File: src/rtl/program_loader_if.sv
// Byte-stream in / instruction-memory write out bundle for the program loader.
interface program_loader_if #(
  parameter int unsigned ADDR_W = 8,
  parameter int unsigned DATA_W = 16
);
  logic              start;
  logic              abort;
  logic              byte_valid;
  logic [7:0]        byte_data;
  logic              byte_ready;
  logic              im_we;
  logic [ADDR_W-1:0] im_addr;
  logic [DATA_W-1:0] im_wdata;
  logic              cpu_hold;
  logic              pc_clear;
  logic              busy;

  modport master (
    input  start, abort, byte_valid, byte_data,
    output byte_ready, im_we, im_addr, im_wdata, cpu_hold, pc_clear, busy
  );

  modport slave (
    output start, abort, byte_valid, byte_data,
    input  byte_ready, im_we, im_addr, im_wdata, cpu_hold, pc_clear, busy
  );
endinterface

File: src/rtl/program_loader.sv
// Loads a header-prefixed byte stream into instruction memory as 16-bit words,
// holding the CPU while loading and pulsing pc_clear once the load completes.
module program_loader #(
  parameter int unsigned ADDR_W = 8,
  parameter int unsigned DATA_W = 16
) (
  input  logic              clk,
  input  logic              rst_n,
  program_loader_if.master  bus
);
  localparam int unsigned CNT_W = ADDR_W + 1;

  typedef enum logic [2:0] {S_IDLE, S_HDR, S_HI, S_LO, S_WR, S_DONE} state_t;

  state_t            state_q, state_d;
  logic [CNT_W-1:0]  target_q, target_d;
  logic [CNT_W-1:0]  cnt_q, cnt_d;
  logic [7:0]        hi_q, hi_d;
  logic [ADDR_W-1:0] addr_q, addr_d;
  logic [DATA_W-1:0] wdata_q, wdata_d;
  logic              ready_q, ready_d;
  logic              we_q, we_d;
  logic              hold_q, hold_d;
  logic              clr_q, clr_d;
  logic              busy_q, busy_d;
  logic              xfer_c;

  // An aborted cycle never counts as a transfer.
  assign xfer_c = bus.byte_valid & ready_q & ~bus.abort;

  assign bus.byte_ready = ready_q;
  assign bus.im_we      = we_q;
  assign bus.im_addr    = addr_q;
  assign bus.im_wdata   = wdata_q;
  assign bus.cpu_hold   = hold_q;
  assign bus.pc_clear   = clr_q;
  assign bus.busy       = busy_q;

  always_ff @(posedge clk or negedge rst_n) begin
    if (!rst_n) begin
      state_q  <= S_IDLE;
      target_q <= '0;
      cnt_q    <= '0;
      hi_q     <= '0;
      addr_q   <= '0;
      wdata_q  <= '0;
      ready_q  <= 1'b0;
      we_q     <= 1'b0;
      hold_q   <= 1'b0;
      clr_q    <= 1'b0;
      busy_q   <= 1'b0;
    end else begin
      state_q  <= state_d;
      target_q <= target_d;
      cnt_q    <= cnt_d;
      hi_q     <= hi_d;
      addr_q   <= addr_d;
      wdata_q  <= wdata_d;
      ready_q  <= ready_d;
      we_q     <= we_d;
      hold_q   <= hold_d;
      clr_q    <= clr_d;
      busy_q   <= busy_d;
    end
  end

  // Next state and datapath; outputs are decoded from the next state so they register with it.
  always_comb begin
    state_d  = state_q;
    target_d = target_q;
    cnt_d    = cnt_q;
    hi_d     = hi_q;
    addr_d   = addr_q;
    wdata_d  = wdata_q;

    case (state_q)
      S_IDLE: if (bus.start) state_d = S_HDR;
      S_HDR: if (xfer_c) begin
        // Header 0 encodes a full memory of 2**ADDR_W words.
        target_d = (bus.byte_data == 8'd0) ? (CNT_W'(1) << ADDR_W) : CNT_W'(bus.byte_data);
        cnt_d    = '0;
        addr_d   = '0;
        state_d  = S_HI;
      end
      S_HI: if (xfer_c) begin
        hi_d    = bus.byte_data;
        state_d = S_LO;
      end
      S_LO: if (xfer_c) begin
        wdata_d = DATA_W'({hi_q, bus.byte_data});
        state_d = S_WR;
      end
      S_WR: begin
        cnt_d = cnt_q + CNT_W'(1);
        if (cnt_q + CNT_W'(1) == target_q) begin
          state_d = S_DONE;
        end else begin
          addr_d  = addr_q + ADDR_W'(1);
          state_d = S_HI;
        end
      end
      S_DONE:  state_d = S_IDLE;
      default: state_d = S_IDLE;
    endcase

    if (bus.abort) state_d = S_IDLE;

    ready_d = (state_d == S_HDR) || (state_d == S_HI) || (state_d == S_LO);
    we_d    = (state_d == S_WR);
    clr_d   = (state_d == S_DONE);
    hold_d  = (state_d != S_IDLE);
    busy_d  = (state_d != S_IDLE);
  end
endmodule
File: src/flat_wrapper.sv
// flat-port wrapper written by rule: the top's interface ports become plain ports
module program_loader_flat 
#(
  parameter int unsigned ADDR_W = 8,
  parameter int unsigned DATA_W = 16
)
  (clk, rst_n, bus_start, bus_abort, bus_byte_valid, bus_byte_data, bus_byte_ready, bus_im_we, bus_im_addr, bus_im_wdata, bus_cpu_hold, bus_pc_clear, bus_busy);
  program_loader_if #(.ADDR_W(ADDR_W), .DATA_W(DATA_W)) bus_i ();
  input  logic clk;
  input  logic rst_n;
  input wire logic [$bits(bus_i.start)-1:0] bus_start;
  input wire logic [$bits(bus_i.abort)-1:0] bus_abort;
  input wire logic [$bits(bus_i.byte_valid)-1:0] bus_byte_valid;
  input wire logic [$bits(bus_i.byte_data)-1:0] bus_byte_data;
  output wire logic [$bits(bus_i.byte_ready)-1:0] bus_byte_ready;
  output wire logic [$bits(bus_i.im_we)-1:0] bus_im_we;
  output wire logic [$bits(bus_i.im_addr)-1:0] bus_im_addr;
  output wire logic [$bits(bus_i.im_wdata)-1:0] bus_im_wdata;
  output wire logic [$bits(bus_i.cpu_hold)-1:0] bus_cpu_hold;
  output wire logic [$bits(bus_i.pc_clear)-1:0] bus_pc_clear;
  output wire logic [$bits(bus_i.busy)-1:0] bus_busy;
  assign bus_i.start = bus_start;
  assign bus_i.abort = bus_abort;
  assign bus_i.byte_valid = bus_byte_valid;
  assign bus_i.byte_data = bus_byte_data;
  assign bus_byte_ready = bus_i.byte_ready;
  assign bus_im_we = bus_i.im_we;
  assign bus_im_addr = bus_i.im_addr;
  assign bus_im_wdata = bus_i.im_wdata;
  assign bus_cpu_hold = bus_i.cpu_hold;
  assign bus_pc_clear = bus_i.pc_clear;
  assign bus_busy = bus_i.busy;
  program_loader #(.ADDR_W(ADDR_W), .DATA_W(DATA_W)) u_core (.clk(clk), .rst_n(rst_n), .bus(bus_i));
endmodule
File: config.mk
export PLATFORM = sky130hd
export DESIGN_NAME = program_loader_flat
export DESIGN_NICKNAME = d
export VERILOG_FILES = /design/src/rtl/program_loader_if.sv /design/src/rtl/program_loader.sv /design/src/flat_wrapper.sv
export SDC_FILE = /design/constraint.sdc
export NUM_CORES = 1
export LEC_CHECK = 0
export CORE_MARGIN = 2
export CORE_UTILIZATION = 55
export DETAILED_ROUTE_END_ITERATION = 8
export PLACE_DENSITY = 0.91
export REMOVE_ABC_BUFFERS = 1
export SETUP_SLACK_MARGIN = 0.02
export SYNTH_ARGS = -nofsm -noshare
export SYNTH_HDL_FRONTEND = slang
export SYNTH_SLANG_ARGS = --single-unit
File: constraint.sdc
create_clock -name clk -period 3.9 [get_ports clk]
set_clock_uncertainty 0.15 [all_clocks]
set_input_delay 0.39 -clock clk [delete_from_list [all_inputs] [get_ports clk]]
set_output_delay 0.39 -clock clk [all_outputs]
set_load 0.02 [all_outputs]
* Word-level counts from Yosys, hierarchy flattened
Cells that the tools add are included.
Cells by class: add/sub/neg operators 2, equal/unequal tests 12, mux-type cells 13, bitwise logic cells 3, reduce and logical (&&, ||, !) cells 11
Operators by type and width (number):
- 3-bit 2-to-1 mux | 6
- 9-bit 2-to-1 mux | 2
- 9-bit one-hot mux with 2 select lines | 1
- 8-bit 2-to-1 mux | 2
- 8-bit one-hot mux with 2 select lines | 1
- 3-bit one-hot mux with 5 select lines | 1
- 3-bit by 2-bit == test with 1-bit output, second input constant | 4
- 9-bit by 1-bit adder with 9-bit output, second input constant | 1
- 3-bit == test, second input constant | 3
- 9-bit == test | 1
- 8-bit by 1-bit adder with 8-bit output, second input constant | 1
- 8-bit zero test | 1
- 2-bit AND reduction | 4
- 3-bit by 1-bit == test with 1-bit output, second input constant | 2
- 3-bit zero test | 1
- 3-bit AND reduction | 1
- 3-bit nonzero test | 1
- 1-bit bitwise AND | 2
- 1-bit logical OR | 2
- 2-bit by 1-bit inequality test with 1-bit output, second input constant | 1
- 2-bit inequality test, second input constant | 1
- 2-bit nonzero test | 1
- 1-bit inverter | 1
Word-level totals: flip-flop bits (word level) 57, input port bits 13, output and inout bits 29, logic and storage cells 51

* Depth between registers and ports, before layout
word-level depth 8, gate-level depth with buffers 10

* Worst setup path before layout
Ideal clock, no wire load.
path type reg2reg, start point reg u_core.cnt_q[0], end point reg u_core.ready_q, in the netlist u_core.bus.byte_ready, library setup time 137 ps, arrival time 1988 ps, required time 3613 ps, path slack 1626 ps, stages on the path, launching flop included 11, buffers on the path 2, period minus slack after synthesis 2274 ps, cells stage by stage dfrtp_1 > ha_1 > buf_2 > nand2_1 > nor2_1 > xnor2_1 > a211o_2 > nor3_4 > buf_6 > o21bai_1 > nor2b_1
On the way: longest elaborated chain between the ends 8, elaborated cells on any way between the ends 10, classes of those cells add/sub: 1; eq/ne: 4; mux: 3; reduce/logical: 2
Ends and longest elaborated chain:
- start: declaration | line program_loader.sv:17 | logic [CNT_W-1:0] cnt_q, cnt_d;
- start signal: assignment | line program_loader.sv:55 | cnt_q <= cnt_d;
- 9-bit by 1-bit adder with 9-bit output (*) | line program_loader.sv:95 | if (cnt_q + CNT_W'(1) == target_q) begin
- 9-bit == test (*) | line program_loader.sv:95
- 3-bit 2-to-1 mux (*) | line program_loader.sv:95
- 3-bit one-hot mux with 5 select lines (*) | line program_loader.sv:76 | case (state_q)
- 3-bit 2-to-1 mux (*) | line program_loader.sv:106 | if (bus.abort) state_d = S_IDLE;
- 3-bit by 1-bit == test with 1-bit output or 3-bit by 2-bit == test with 1-bit output (tied branches) | line program_loader.sv:108 | ready_d = (state_d == S_HDR) || (state_d == S_HI) || (state_d == S_LO);
- 1-bit logical OR | line program_loader.sv:108
- 1-bit logical OR (*) | line program_loader.sv:108
- net u_core.ready_d | line program_loader.sv:21 | logic ready_q, ready_d;
- end signal: assignment | line program_loader.sv:59 | ready_q <= ready_d;
- end: declaration | line program_loader.sv:21
The timed path passes the listed nets; every way through them passes the cells marked *. A chain may end at the register's enable or synchronous reset.

* Worst setup path after layout
Same ends and word-level chain as after synthesis.

==> flow_metrics.py <==
metrics = {
    "drt": {
        "drcViolationCount": 0,
        "dr.pass1.iters": 4,
        "antenna_left": 0,
        "routedWlPerCell_um": 15.4,
        "drt_iter0_drc": 199,
        "num_vias": 2160,
        "viasPerCell": 5.68,
        "routed_wl_um": 5840,
    },
    "grt": {
        "overflow": 0,
        "grt_antenna_before_repair": 0,
        "track_usage_pct": 23.8,
        "grt_pass1_wl_um": 9830,
        "grt_pass1_vias": 2153,
        "grt_max_degree": 38,
    },
    "setup_path": {
        "cp_data_required_time_ns": 3.95,
        "crit_type": "reg2reg",
        "critPathLaunchType": "flip-flop",
        "worstPathMaxFanout": 14,
        "reg2reg_slack_ns": 1.16,
        "regToRegStartpoint": "u_core.cnt_q[0]",
        "reg2regPathDepth": 8,
        "critPathCaptureType": "flip-flop",
        "arrival_ns": 2.79,
        "r2r-end": "u_core.bus.byte_ready",
    },
    "cts": {
        "numCtsBuffers": 9,
        "cts_tree": "built",
        "htreeDepth": 3,
        "clk_latency_ns": 0.34,
        "clock_sinks": 57,
        "cts_root_buf": "clkbuf_8",
        "clk_path_buf_depth": 2,
        "clk_pin_slew_worst_paths_ns": 0.06,
    },
    "cells_and_area": {
        "fin_cells": 380,
        "n_fill_cell": 354,
        "finish.instance_area_um2": 3390,
        "drive_gt1_share_pct": 16.3,
        "diodes": 0,
        "area_growth_pct": 23.1,
        "nets": 323,
        "utilization_pct": 70.8,
    },
    "power": {
        "ir_worst_vdd_mv": 0.321,
        "seqPwrFrac_pct": 47.3,
        "switching_share_pct": 30.6,
        "cellPowerDensity_nw_per_um2": 483,
        "leakage_uw": 0.00151,
        "p_int_uw": 1140,
        "clkPwrFrac_pct": 33.6,
        "switching_power_uw": 501,
        "comb_power_share_pct": 19.2,
    },
    "placement": {
        "hpwl_um": 4030,
        "place_congestion": 0.873,
        "post_dp_cell_area_um2": 3180,
        "dp.cells": 363,
        "port_buffers": 41,
    },
    "job": {
        "max-cap-violations": 0,
    },
    "min_path": {
        "hold_path_end": "u_core.bus.im_wdata[8]",
        "holdCritStartpoint": "u_core.hi_q[0]",
        "hp-class": "reg2reg",
        "hold_depth": 1,
    },
    "logic_synthesis": {
        "ys_ff_latch": 57,
        "synthArstFlopShare_pct": 100,
        "yosysUniqueCellTypes": 46,
        "ys.warnings.count": 0,
        "synth.most_common_cell": "dfrtp_1",
        "synth_top_area_cell": "dfrtp_1",
        "yosys_most_used_dff": "dfrtp_1",
        "yosysSeqAreaShare_pct": 51.8,
        "syn-cell-area_um2": 2750,
        "synth_top_area_share_pct": 51.8,
        "netlist_top_cells_count": "dfrtp_1 (57), nand2_1 (45), mux2_2 (25), nor2_1 (15), a21oi_1 (14)",
        "syn_inst": 267,
        "synth.top_cells.by_area": "dfrtp_1 (52%), mux2_2 (10%), nand2_1 (6.1%)",
        "synth_edf_count": 0,
        "avgSynthCellArea_um2": 10.3,
    },
    "timing": {
        "rsz0062_at_grt": "no",
        "holdWs_ns": 0.354,
        "finalCritPeriodShare_pct": 70.2,
        "period_minus_slack_ns": 2.74,
        "max_slew_margin_pct": 28.8,
        "tns_ns": 0,
        "hold_viol_final": 0,
        "slew_viol_final": 0,
        "clock.fmax_ghz": 0.365,
        "worstMarginPinSlew_ns": 1.06,
        "final-setup-viol-count": 0,
    },
    "floorplanning": {
        "die_height_um": 74.8,
        "start_util_pct": 57.5,
        "die_w_um": 74.8,
        "die_area_um2": 5590,
        "ios": 42,
        "rows": 25,
        "core_area_um2": 4790,
    },
    "run_status": {
        "outcome": "complete, no violations",
    },
}
-- area by class of cell --
cell class                 instances  area [um2]  share of cell area [%]
clock buffer                      11         141                    4.17
tap                               67        83.8                    2.47
inverter                           3        11.3                   0.332
multi-input combinational        194        1250                    36.9
clock inverter                     5        55.1                    1.62
timing repair buffer              43         423                    12.5
sequential                        57        1430                    42.1
-- through the flow --
| stage | power, uW | worst slack (ns) |
|---|---|---|
| 2_1_floorplan | 978 | 1.56 |
| 3_3_place_gp | 1070 | 1.21 |
| 3_5_place_dp | 1100 | 1.05 |
| 4_1_cts | 1640 | 1.17 |
| 5_1_grt | 1720 | 0.920 |
| 6_report | 1640 | 1.16 |
-- sequential cells by signal (all words and copies together) (netlist names) --
signal / flops
u_core.bus.byte_ready: 1
u_core.bus.cpu_hold: 1
u_core.bus.im_addr: 8
u_core.bus.im_wdata: 16
u_core.bus.im_we: 1
u_core.bus.pc_clear: 1
u_core.cnt_q: 9
u_core.hi_q: 8
u_core.state_q: 3
u_core.target_q: 9
-- layer usage --
metal / track usage, % / share of wire [%] / vias to the layer above
met5: 0 / 0 / -
met4: 10.3 / 1.9 / 0
met3: 8.30 / 6.3 / 14
met2: 38.0 / 49 / 77
met1: 29.6 / 43 / 1047
li1: - / - / 1022
-- worst max-delay path, cell delays in order (launching register included) --
cell and delay [ns]:
dfrtp_1 0.49, ha_1 0.37, nand2_1 0.12, nor2_1 0.20
xnor2_1 0.11, a211o_2 0.36, nor3_4 0.47, o21bai_1 0.16
nor2b_1 0.18
-- power groups by stage --
stage               combinational (uW)  clock [uW]  sequential [uW]
floorplan                          206           0              772
global placement                   300           0              773
detailed placement                 314           0              782
CTS                                317         557              772
global route                       352         582              786
finish                             314         550              775
-- what timing repair did --
| item | CTS | global route |
|---|---|---|
| setup endpoints to repair | 0 | 0 |
| setup buffers | 0 | 0 |
| hold buffers | 1 | 0 |
| gates resized for setup | 0 | 0 |
| hold endpoints to repair | 20 | 0 |
-- cells in the final DEF (no fill, tap or decap), types with 2 or more instances in the layout --
master            n
a211oi_1          2
a21oi_1          14
a31oi_1           2
and2_1            5
and4_1            2
clkbuf_8         10
clkdlybuf4s50_1  40
clkinv_2          2
clkinvlp_4        2
dfrtp_1          57
ha_1              2
inv_1             3
mux2_2           25
nand2_1          45
nand2b_1          5
nand3_1           8
nand4_1           5
nor2_1           15
nor2b_1           2
nor3_1            2
nor4_1            5
o21ai_0          12
o21ai_1           4
o31ai_1           2
or3_1             4
xnor2_1          11
xor2_1            3
-- how the worst max path moves through the flow --
stage                    start                       to  slack [ns]  cells past startpoint
5_1_grt        u_core.cnt_q[0]    u_core.bus.byte_ready        0.92                      8
6_report       u_core.cnt_q[0]    u_core.bus.byte_ready        1.16                      8
4_1_cts        u_core.cnt_q[0]    u_core.bus.byte_ready        1.17                      8
2_1_floorplan  u_core.cnt_q[0]    u_core.bus.byte_ready        1.56                      8
3_3_place_gp    bus_byte_valid  u_core.bus.im_wdata[15]        1.21                      6
3_5_place_dp    bus_byte_valid    u_core.bus.byte_ready        1.05                      7
-- kinds of logic (layout without fill, tap and decap cells) --
logic type / after synthesis / in the layout / share of synthesized area, %
and+or+nand+nor: 106 / 106 / 19.2
DFF: 57 / 57 / 51.8
AOI/OAI and AO/OA: 46 / 46 / 10.2
buffers and inverters: 16 / 62 / 2.82
adders and majority gates: 2 / 2 / 0.909
xor gates and xnor gates: 14 / 14 / 4.45
muxes: 26 / 26 / 10.6
Note: power is estimated with default switching activity, not from simulation.
